==> src/rtl/can_pkg.sv <==
// Shared CAN definitions for the ACK-field receiver: state encoding and bus levels.
package can_pkg;

    typedef enum logic [1:0] {
        ST_IDLE      = 2'd0,
        ST_ACK_SLOT  = 2'd1,
        ST_ACK_DELIM = 2'd2,
        ST_DONE      = 2'd3
    } ack_rx_state_t;

    localparam logic DOMINANT       = 1'b0;
    localparam logic RECESSIVE      = 1'b1;
    localparam int   ACK_FIELD_BITS = 2;

endpackage

==> src/rtl/bit_timeout_counter.sv <==
// Counts clock cycles between sample points while running; flags the cycle whose
// edge would bring the count to TIMEOUT_CYCLES so the caller can act on that edge.
module bit_timeout_counter #(
    parameter int TIMEOUT_CYCLES = 1023
) (
    input  logic clock,
    input  logic reset_n,
    input  logic run,
    input  logic clear,
    output logic expired
);

    localparam int TO_W = $clog2(TIMEOUT_CYCLES + 1);
    localparam logic [TO_W-1:0] LAST = TO_W'(TIMEOUT_CYCLES - 1);

    logic [TO_W-1:0] count;

    always_ff @(posedge clock) begin
        if (!reset_n || clear || !run) begin
            count <= '0;
        end else begin
            count <= count + TO_W'(1);
        end
    end

    assign expired = run && !clear && (count == LAST);

endmodule

==> src/rtl/ack_field_rx.sv <==
// Receive side of the CAN ACK field: drives the ACK slot as a receiver, checks for
// an acknowledge as transmitter, checks the delimiter and reports results.
//
// state        | meaning
// ST_IDLE      | waiting for start from the CRC stage
// ST_ACK_SLOT  | ACK slot bit in progress, ack_drive may be asserted
// ST_ACK_DELIM | ACK delimiter bit in progress
// ST_DONE      | one-cycle result reporting
module ack_field_rx
    import can_pkg::*;
#(
    parameter int TIMEOUT_CYCLES = 1023
) (
    input  logic       clock,
    input  logic       reset_n,
    input  logic       enable,
    input  logic       sample_point,
    input  logic       rx_bit,
    input  logic       start,
    input  logic       is_transmitter,
    input  logic       crc_ok,
    output logic       ack_drive,
    output logic [1:0] bit_counter,
    output logic       busy,
    output logic       ack_seen,
    output logic       ack_complete,
    output logic       ack_error,
    output logic       form_error,
    output logic       timeout
);

    ack_rx_state_t state, state_nxt;

    logic       tx_q, tx_nxt;
    logic       crc_ok_q, crc_ok_nxt;
    logic       ack_drive_nxt;
    logic [1:0] bit_counter_nxt;
    logic       busy_nxt;
    logic       ack_seen_nxt;
    logic       ack_complete_nxt;
    logic       ack_error_nxt;
    logic       form_error_nxt;
    logic       timeout_nxt;
    logic       in_field;
    logic       expired;

    assign in_field = (state == ST_ACK_SLOT) || (state == ST_ACK_DELIM);

    bit_timeout_counter #(
        .TIMEOUT_CYCLES(TIMEOUT_CYCLES)
    ) u_timeout (
        .clock   (clock),
        .reset_n (reset_n),
        .run     (in_field),
        .clear   (sample_point || !enable),
        .expired (expired)
    );

    always_comb begin
        state_nxt        = state;
        tx_nxt           = tx_q;
        crc_ok_nxt       = crc_ok_q;
        ack_drive_nxt    = ack_drive;
        bit_counter_nxt  = bit_counter;
        ack_seen_nxt     = ack_seen;
        ack_complete_nxt = 1'b0;
        ack_error_nxt    = 1'b0;
        form_error_nxt   = 1'b0;
        timeout_nxt      = 1'b0;

        case (state)
            ST_IDLE: begin
                // A coincident sample_point belongs to the CRC delimiter, so only start matters.
                if (start) begin
                    state_nxt       = ST_ACK_SLOT;
                    tx_nxt          = is_transmitter;
                    crc_ok_nxt      = crc_ok;
                    ack_seen_nxt    = 1'b0;
                    bit_counter_nxt = 2'd0;
                    ack_drive_nxt   = !is_transmitter && crc_ok;
                end
            end
            ST_ACK_SLOT: begin
                if (sample_point) begin
                    state_nxt       = ST_ACK_DELIM;
                    ack_seen_nxt    = (rx_bit == DOMINANT);
                    bit_counter_nxt = 2'd1;
                    ack_drive_nxt   = 1'b0;
                end else if (expired) begin
                    state_nxt       = ST_IDLE;
                    timeout_nxt     = 1'b1;
                    ack_drive_nxt   = 1'b0;
                    bit_counter_nxt = 2'd0;
                end else begin
                    ack_drive_nxt   = !tx_q && crc_ok_q;
                end
            end
            ST_ACK_DELIM: begin
                ack_drive_nxt = 1'b0;
                if (sample_point) begin
                    state_nxt        = ST_DONE;
                    bit_counter_nxt  = 2'(ACK_FIELD_BITS);
                    ack_complete_nxt = 1'b1;
                    ack_error_nxt    = tx_q && !ack_seen;
                    form_error_nxt   = (rx_bit == DOMINANT);
                end else if (expired) begin
                    state_nxt       = ST_IDLE;
                    timeout_nxt     = 1'b1;
                    bit_counter_nxt = 2'd0;
                end
            end
            ST_DONE: begin
                state_nxt       = ST_IDLE;
                bit_counter_nxt = 2'd0;
            end
            default: begin
                state_nxt = ST_IDLE;
            end
        endcase

        busy_nxt = (state_nxt == ST_ACK_SLOT) || (state_nxt == ST_ACK_DELIM);
    end

    always_ff @(posedge clock) begin
        if (!reset_n || !enable) begin
            state        <= ST_IDLE;
            tx_q         <= 1'b0;
            crc_ok_q     <= 1'b0;
            ack_drive    <= 1'b0;
            bit_counter  <= 2'd0;
            busy         <= 1'b0;
            ack_seen     <= 1'b0;
            ack_complete <= 1'b0;
            ack_error    <= 1'b0;
            form_error   <= 1'b0;
            timeout      <= 1'b0;
        end else begin
            state        <= state_nxt;
            tx_q         <= tx_nxt;
            crc_ok_q     <= crc_ok_nxt;
            ack_drive    <= ack_drive_nxt;
            bit_counter  <= bit_counter_nxt;
            busy         <= busy_nxt;
            ack_seen     <= ack_seen_nxt;
            ack_complete <= ack_complete_nxt;
            ack_error    <= ack_error_nxt;
            form_error   <= form_error_nxt;
            timeout      <= timeout_nxt;
        end
    end

endmodule

==> config.mk <==
export PLATFORM = sky130hd
export DESIGN_NAME = ack_field_rx
export DESIGN_NICKNAME = d
export VERILOG_FILES = /design/src/rtl/can_pkg.sv /design/src/rtl/bit_timeout_counter.sv /design/src/rtl/ack_field_rx.sv
export SDC_FILE = /design/constraint.sdc
export NUM_CORES = 1
export LEC_CHECK = 0
export CAP_MARGIN = 20
export CORE_ASPECT_RATIO = 1.5
export CORE_MARGIN = 2
export CORE_UTILIZATION = 40
export DETAILED_ROUTE_END_ITERATION = 10
export GPL_TIMING_DRIVEN = 0
export HOLD_SLACK_MARGIN = 0.1
export SLEW_MARGIN = 15
export SYNTH_ARGS = -nofsm -noshare
export SYNTH_HDL_FRONTEND = slang
export SYNTH_SLANG_ARGS = --single-unit
==> constraint.sdc <==
create_clock -name clock -period 5.2 [get_ports clock]
set_input_delay 1.04 -clock clock [delete_from_list [all_inputs] [get_ports clock]]
set_output_delay 1.04 -clock clock [all_outputs]
set_load 0.03 [all_outputs]
==> Word level (Yosys, flattened, before mapping) <==
Index checks and enable logic that the tools add are counted.
{ "word_totals": {"regBits": 23, "latchBits": 0, "ram_bits": 0, "rom_bits": 0, "input_bits": 8, "output_inout_bits": 9, "word_cells": 72, "memories": 0} }
{ "op_classes": {"n_addsub": 1, "n_mul": 0, "div_mod_pow": 0, "magnitude_cmp": 0, "eq_ne": 8, "shift": 0, "mux": 19, "n_bitwise": 4, "n_reduce_logical": 28} }
{ "op_table": {"columns": ["cell", "n"], "rows": [
  ["2-bit two-way mux", 8],
  ["2-bit one-hot mux with 4 select lines", 2],
  ["10-bit by 1-bit adder with 10-bit output, second input constant", 1],
  ["10-bit equality test, second input constant", 1],
  ["1-bit logical NOT", 7],
  ["1-bit two-way mux", 7],
  ["2-bit equality test, second input constant", 3],
  ["1-bit logical OR", 6],
  ["3-bit OR reduction", 2],
  ["1-bit logical AND", 5],
  ["2-bit by 1-bit equality test with 1-bit output, second input constant", 2],
  ["2-bit != test, second input constant", 2],
  ["1-bit inverter", 4],
  ["2-bit AND reduction", 2],
  ["2-bit OR reduction", 2],
  ["1-bit one-hot mux with 3 select lines", 1],
  ["3-bit AND reduction", 1],
  ["3-bit nonzero test", 1],
  ["2-bit logical NOT", 1],
  ["1-bit one-hot mux with 2 select lines", 1],
  ["2-bit nonzero test", 1]
]} }

==> Depth between registers and ports, before layout <==
{ "logic_depth": {"word_depth": 10, "mapped_depth": 8, "mapped_depth_nobuf": 7} }

==> By module <==
A second synthesis with hierarchy kept.
{ "hier_totals": {"cells_unflattened": 128, "hier_area_um2": 1096.1} }
{ "modules_own_cells": {"columns": ["module", "n_inst", "cells_per_inst", "area_per_inst_um2", "seq_area_each_um2"], "rows": [
  ["ack_field_rx", 1, 79, 648.1, 260.2],
  ["bit_timeout_counter", 1, 49, 447.9, 200.2]
]} }

==> Least setup slack after synthesis <==
No wires, ideal clock.
{ "synth_timing": {"path_kind": "input to register", "from": "input sample_point", "to": "register busy", "setup_time_ns": 0.123, "arrival_ns": 2.263, "t_required_ns": 5.077, "setup_slack_ns": 2.814, "stages": 5, "n_path_buf": 0, "path_cell_list": "nand2b_1 > or4_4 > a221o_1 > xor2_1 > nor2_1"} }
{ "synth_between": {"elab_chain_len": 9, "word_cells_on_any_way": 11, "cone_classes": "eq/ne (2); mux (4); reduce/logical (5)"} }
{ "synth_lines": {"columns": ["item", "line", "text"], "rows": [
  ["from (decl)", "ack_field_rx.sv:17", "input logic sample_point,"],
  ["1-bit logical OR", "ack_field_rx.sv:55", ".clear (sample_point || !enable),"],
  ["1-bit logical NOT", "bit_timeout_counter.sv:26", "assign expired = run && !clear && (count == LAST);"],
  ["1-bit logical AND (2 in series)", "bit_timeout_counter.sv:26", null],
  ["2-bit two-way mux", "ack_field_rx.sv:89, ack_field_rx.sv:106", null],
  ["2-bit two-way mux (on tied branches)", "ack_field_rx.sv:100, ack_field_rx.sv:84", null],
  ["2-bit one-hot mux with 4 select lines *", "ack_field_rx.sv:71", "case (state)"],
  ["2-bit by 1-bit equality test with 1-bit output / 2-bit equality test (equally long branches)", "ack_field_rx.sv:121", "busy_nxt = (state_nxt == ST_ACK_SLOT) || (state_nxt == ST_ACK_DELIM);"],
  ["1-bit logical OR *", "ack_field_rx.sv:121", null],
  ["to (signal assigned)", "ack_field_rx.sv:143", "busy <= busy_nxt;"],
  ["to (decl)", "ack_field_rx.sv:24", "output logic busy,"]
]} }
Every way passes the cells marked *; elsewhere a longest branch is shown, timed or not.
A chain may end at the register's enable or synchronous reset.

==> Final worst setup path <==
Ends and elaborated chain as after synthesis.

==> flow_summary_export.csv <==
group,metric,value,unit
outcome,status,"finished clean",
layout,antenna_cells,0,
pwr,power_leakage,0.4391,nW
die,die_height,65.80,um
layout,final_area,1235,um2
setup_path,criticalPathCategory,"input port to flop",
setup_path,critPathTopFamily,"simple AND/OR/NAND/NOR gates",
layout,largestRegisters,"u_timeout.count x10, bit_counter x2, state x2",
clocking,cts-buffers-inserted,3,
synthesis,synthesis.nets,134,
die,core,2422,um2
layout,top_register,"u_timeout.count",
clocking,clock_latency,300,ps
timing,tns,0,ps
timing,finalCriticalPeriod,2717,ps
clocking,cts.repair.resized,0,
pwr,power.density,230.9,nW/um2
global_routing,grt_use_total,0.1578,
synthesis,ys_ff_latch,23,
die,start_util,0.4205,
global_routing,grt_pass1_vias,864,
detailed_routing,route.detailed.drc,0,
synthesis,postSynthCellCount,121,
worst_hold_path,hold_path_class,"flop to flop",
timing,slew_headroom,0.6859,
setup_path,required,5400,ps
setup_path,cp_slowest_cell,"or4_4",
synthesis,synth_edf_count,0,
pwr,fin_total_pwr,0.2852,mW
synthesis,yosysSeqAreaShare,0.4521,
layout,largest_reg_flops,10,
timing,fmax,368.1,MHz
timing,clock_skew,8.560,ps
clocking,cts_sinks,23,
detailed_routing,vias,897,
clocking,tritoncts,"done",
synthesis,syn_avg_cell_area,8.417,um2
setup_path,crit_buf_inv,1,
layout,drive_gt1_frac,0.04255,
die,rows,22,
die,die_w,45.20,um
clocking,htreeDepth,1,
clocking,postCtsSetupBuffers,0,
placed_design,place_congestion,0.7331,
detailed_routing,dr.pass1.iters,4,
setup_path,cp-end-kind,"flop",
layout,syn_to_final_growth,21.25,%
global_routing,grt_max_degree,13,
run,maxCapViolations,0,
synthesis,synthFlopType,"dfxtp_1",
synthesis,synth-async-reset-ratio,0,
setup_path,cp.arrival,2910,ps
synthesis,ys_types,26,
timing,tightest_slew,470.2,ps
layout,fillers,239,
placed_design,place_ws,2146,ps
placed_design,portBuffers,16,
setup_path,crit_path_max_fanout,5,
clocking,clk_path_buf_depth,2,
synthesis,yosysWarnings,0,
clocking,postCtsHoldBufs,0,
setup_path,path_cells,"clkdlybuf4s50_1, nand2b_1, or4_4, a221o_1, xor2_1, nor2_1",
detailed_routing,wl_per_cell,12.87,um
timing,setup_viol,0,
detailed_routing,drt_iter0_drc,26,
die,dieArea,2974,um2
setup_path,max_stage_delay,590,ps
global_routing,antenna_found_initial,0,
die,io_pins,17,
timing,drv_slew,0,
clocking,ctsRootBufferMaster,"clkbuf_4",
layout,nets,155,
detailed_routing,antenna_left,0,
placed_design,dpl.hpwl,1590,um
clocking,clk_pin_slew,120,ps
detailed_routing,finalWirelength,2124,um
synthesis,synth_area,1018,um2
setup_path,crit_path_start_kind,"input port",
timing,layout_setup_ws,2484,ps
placed_design,placed_area,1209,um2
global_routing,grt-ovfl-total,0,
global_routing,grt_first_pass_wirelength,3505,um
detailed_routing,via_per_inst,5.436,
timing,rsz0062_at_grt,"no",
timing,fin_crit_sh,0.5224,
timing,hold_viol,0,
timing,hold_ws,470.3,ps
pwr,ir_drop,143.9,uV
==> cells in the mapped netlist, types with 3 or more instances <==
master	n	area (um2)
dfxtp_1	23	460.4
nor2_1	15	56.30
nand2_1	13	48.80
a21oi_1	10	50.05
inv_1	6	22.52
nand4_1	6	37.54
o21ai_0	6	30.03
ha_1	5	62.56
nand3_1	5	25.02
xor2_1	5	43.79
nor3_1	4	20.02
nand2b_1	3	18.77
==> worst register-to-register path, cell delays in order (launching register included) <==
cell	delay, ps
dfxtp_1	410
inv_1	80
ha_1	390
nand2b_1	150
or4_4	590
a221o_1	370
xor2_1	140
nor2_1	50
==> power breakdown <==
group | switching [mW] | internal, mW
Combinational | 0.0146 | 0.0116
Sequential | 0.00123 | 0.178
Clock | 0.0499 | 0.0298
Total | 0.0658 | 0.219
==> metal layers <==
layer  share of wire  GRT usage  routed length (um)  vias up
met2            0.55     0.3000                1158       21
met5               0          0                   0        -
met4          0.0080    0.06618                  17        0
met3           0.044    0.01913                  94        2
met1            0.40     0.1630                 854      413
li1                -          -                   -      461
==> through the flow <==
step,utilization,std cells
2_1_floorplan,-,121
4_1_cts,0.5098,165
6_report,0.5098,165
3_5_place_dp,0.4990,161
5_1_grt,0.5098,165
3_3_place_gp,0.4990,161
==> placed cells by master, fill, tap and decap left out <==
master	count
or4_4	1
or2_2	2
o21bai_1	1
nor4_1	2
a21oi_1	10
or3_1	2
xnor2_1	2
o21ai_0	6
nand3_1	5
o31ai_1	1
nand4_1	6
inv_1	6
nor2b_1	2
a21o_1	1
nor3b_1	1
dfxtp_1	23
ha_1	5
nand2_1	13
nor3_1	4
xor2_1	5
clkbuf_4	3
clkdlybuf4s50_1	16
a31oi_1	1
nor2_1	15
clkbuf_1	3
o2bb2a_1	1
a221o_1	1
nand2b_1	3
==> cell type report <==
| type | instances | area [um2] | area share |
|---|---|---|---|
| Tap cell | 24 | 30.03 | 0.02432 |
| Sequential cell | 23 | 460.4 | 0.3728 |
| Inverter | 6 | 22.52 | 0.01824 |
| Multi-Input combinational cell | 90 | 528.0 | 0.4276 |
| Clock buffer | 4 | 26.28 | 0.02128 |
| Timing Repair Buffer | 16 | 160.2 | 0.1297 |
| Buffer | 2 | 7.507 | 0.006079 |
==> final timing paths <==
kind | start | slack (ps) | cells after the start | endpoint
max | sample_point | 2480 | 6 | busy
min | crc_ok_q | 470 | 2 | crc_ok_q
max reg2reg | state[0] | 2910 | 7 | busy
min reg2reg | crc_ok_q | 470 | 2 | crc_ok_q
==> kinds of logic after synthesis <==
group           after synthesis  synth area share
buf+inv                       8           0.02949
xor+xnor                      7           0.06020
simple gates                 56            0.2703
compound gates               22            0.1266
fa+ha+maj                     5           0.06143
flops                        23            0.4521
Power figures use the tool's default switching activity.
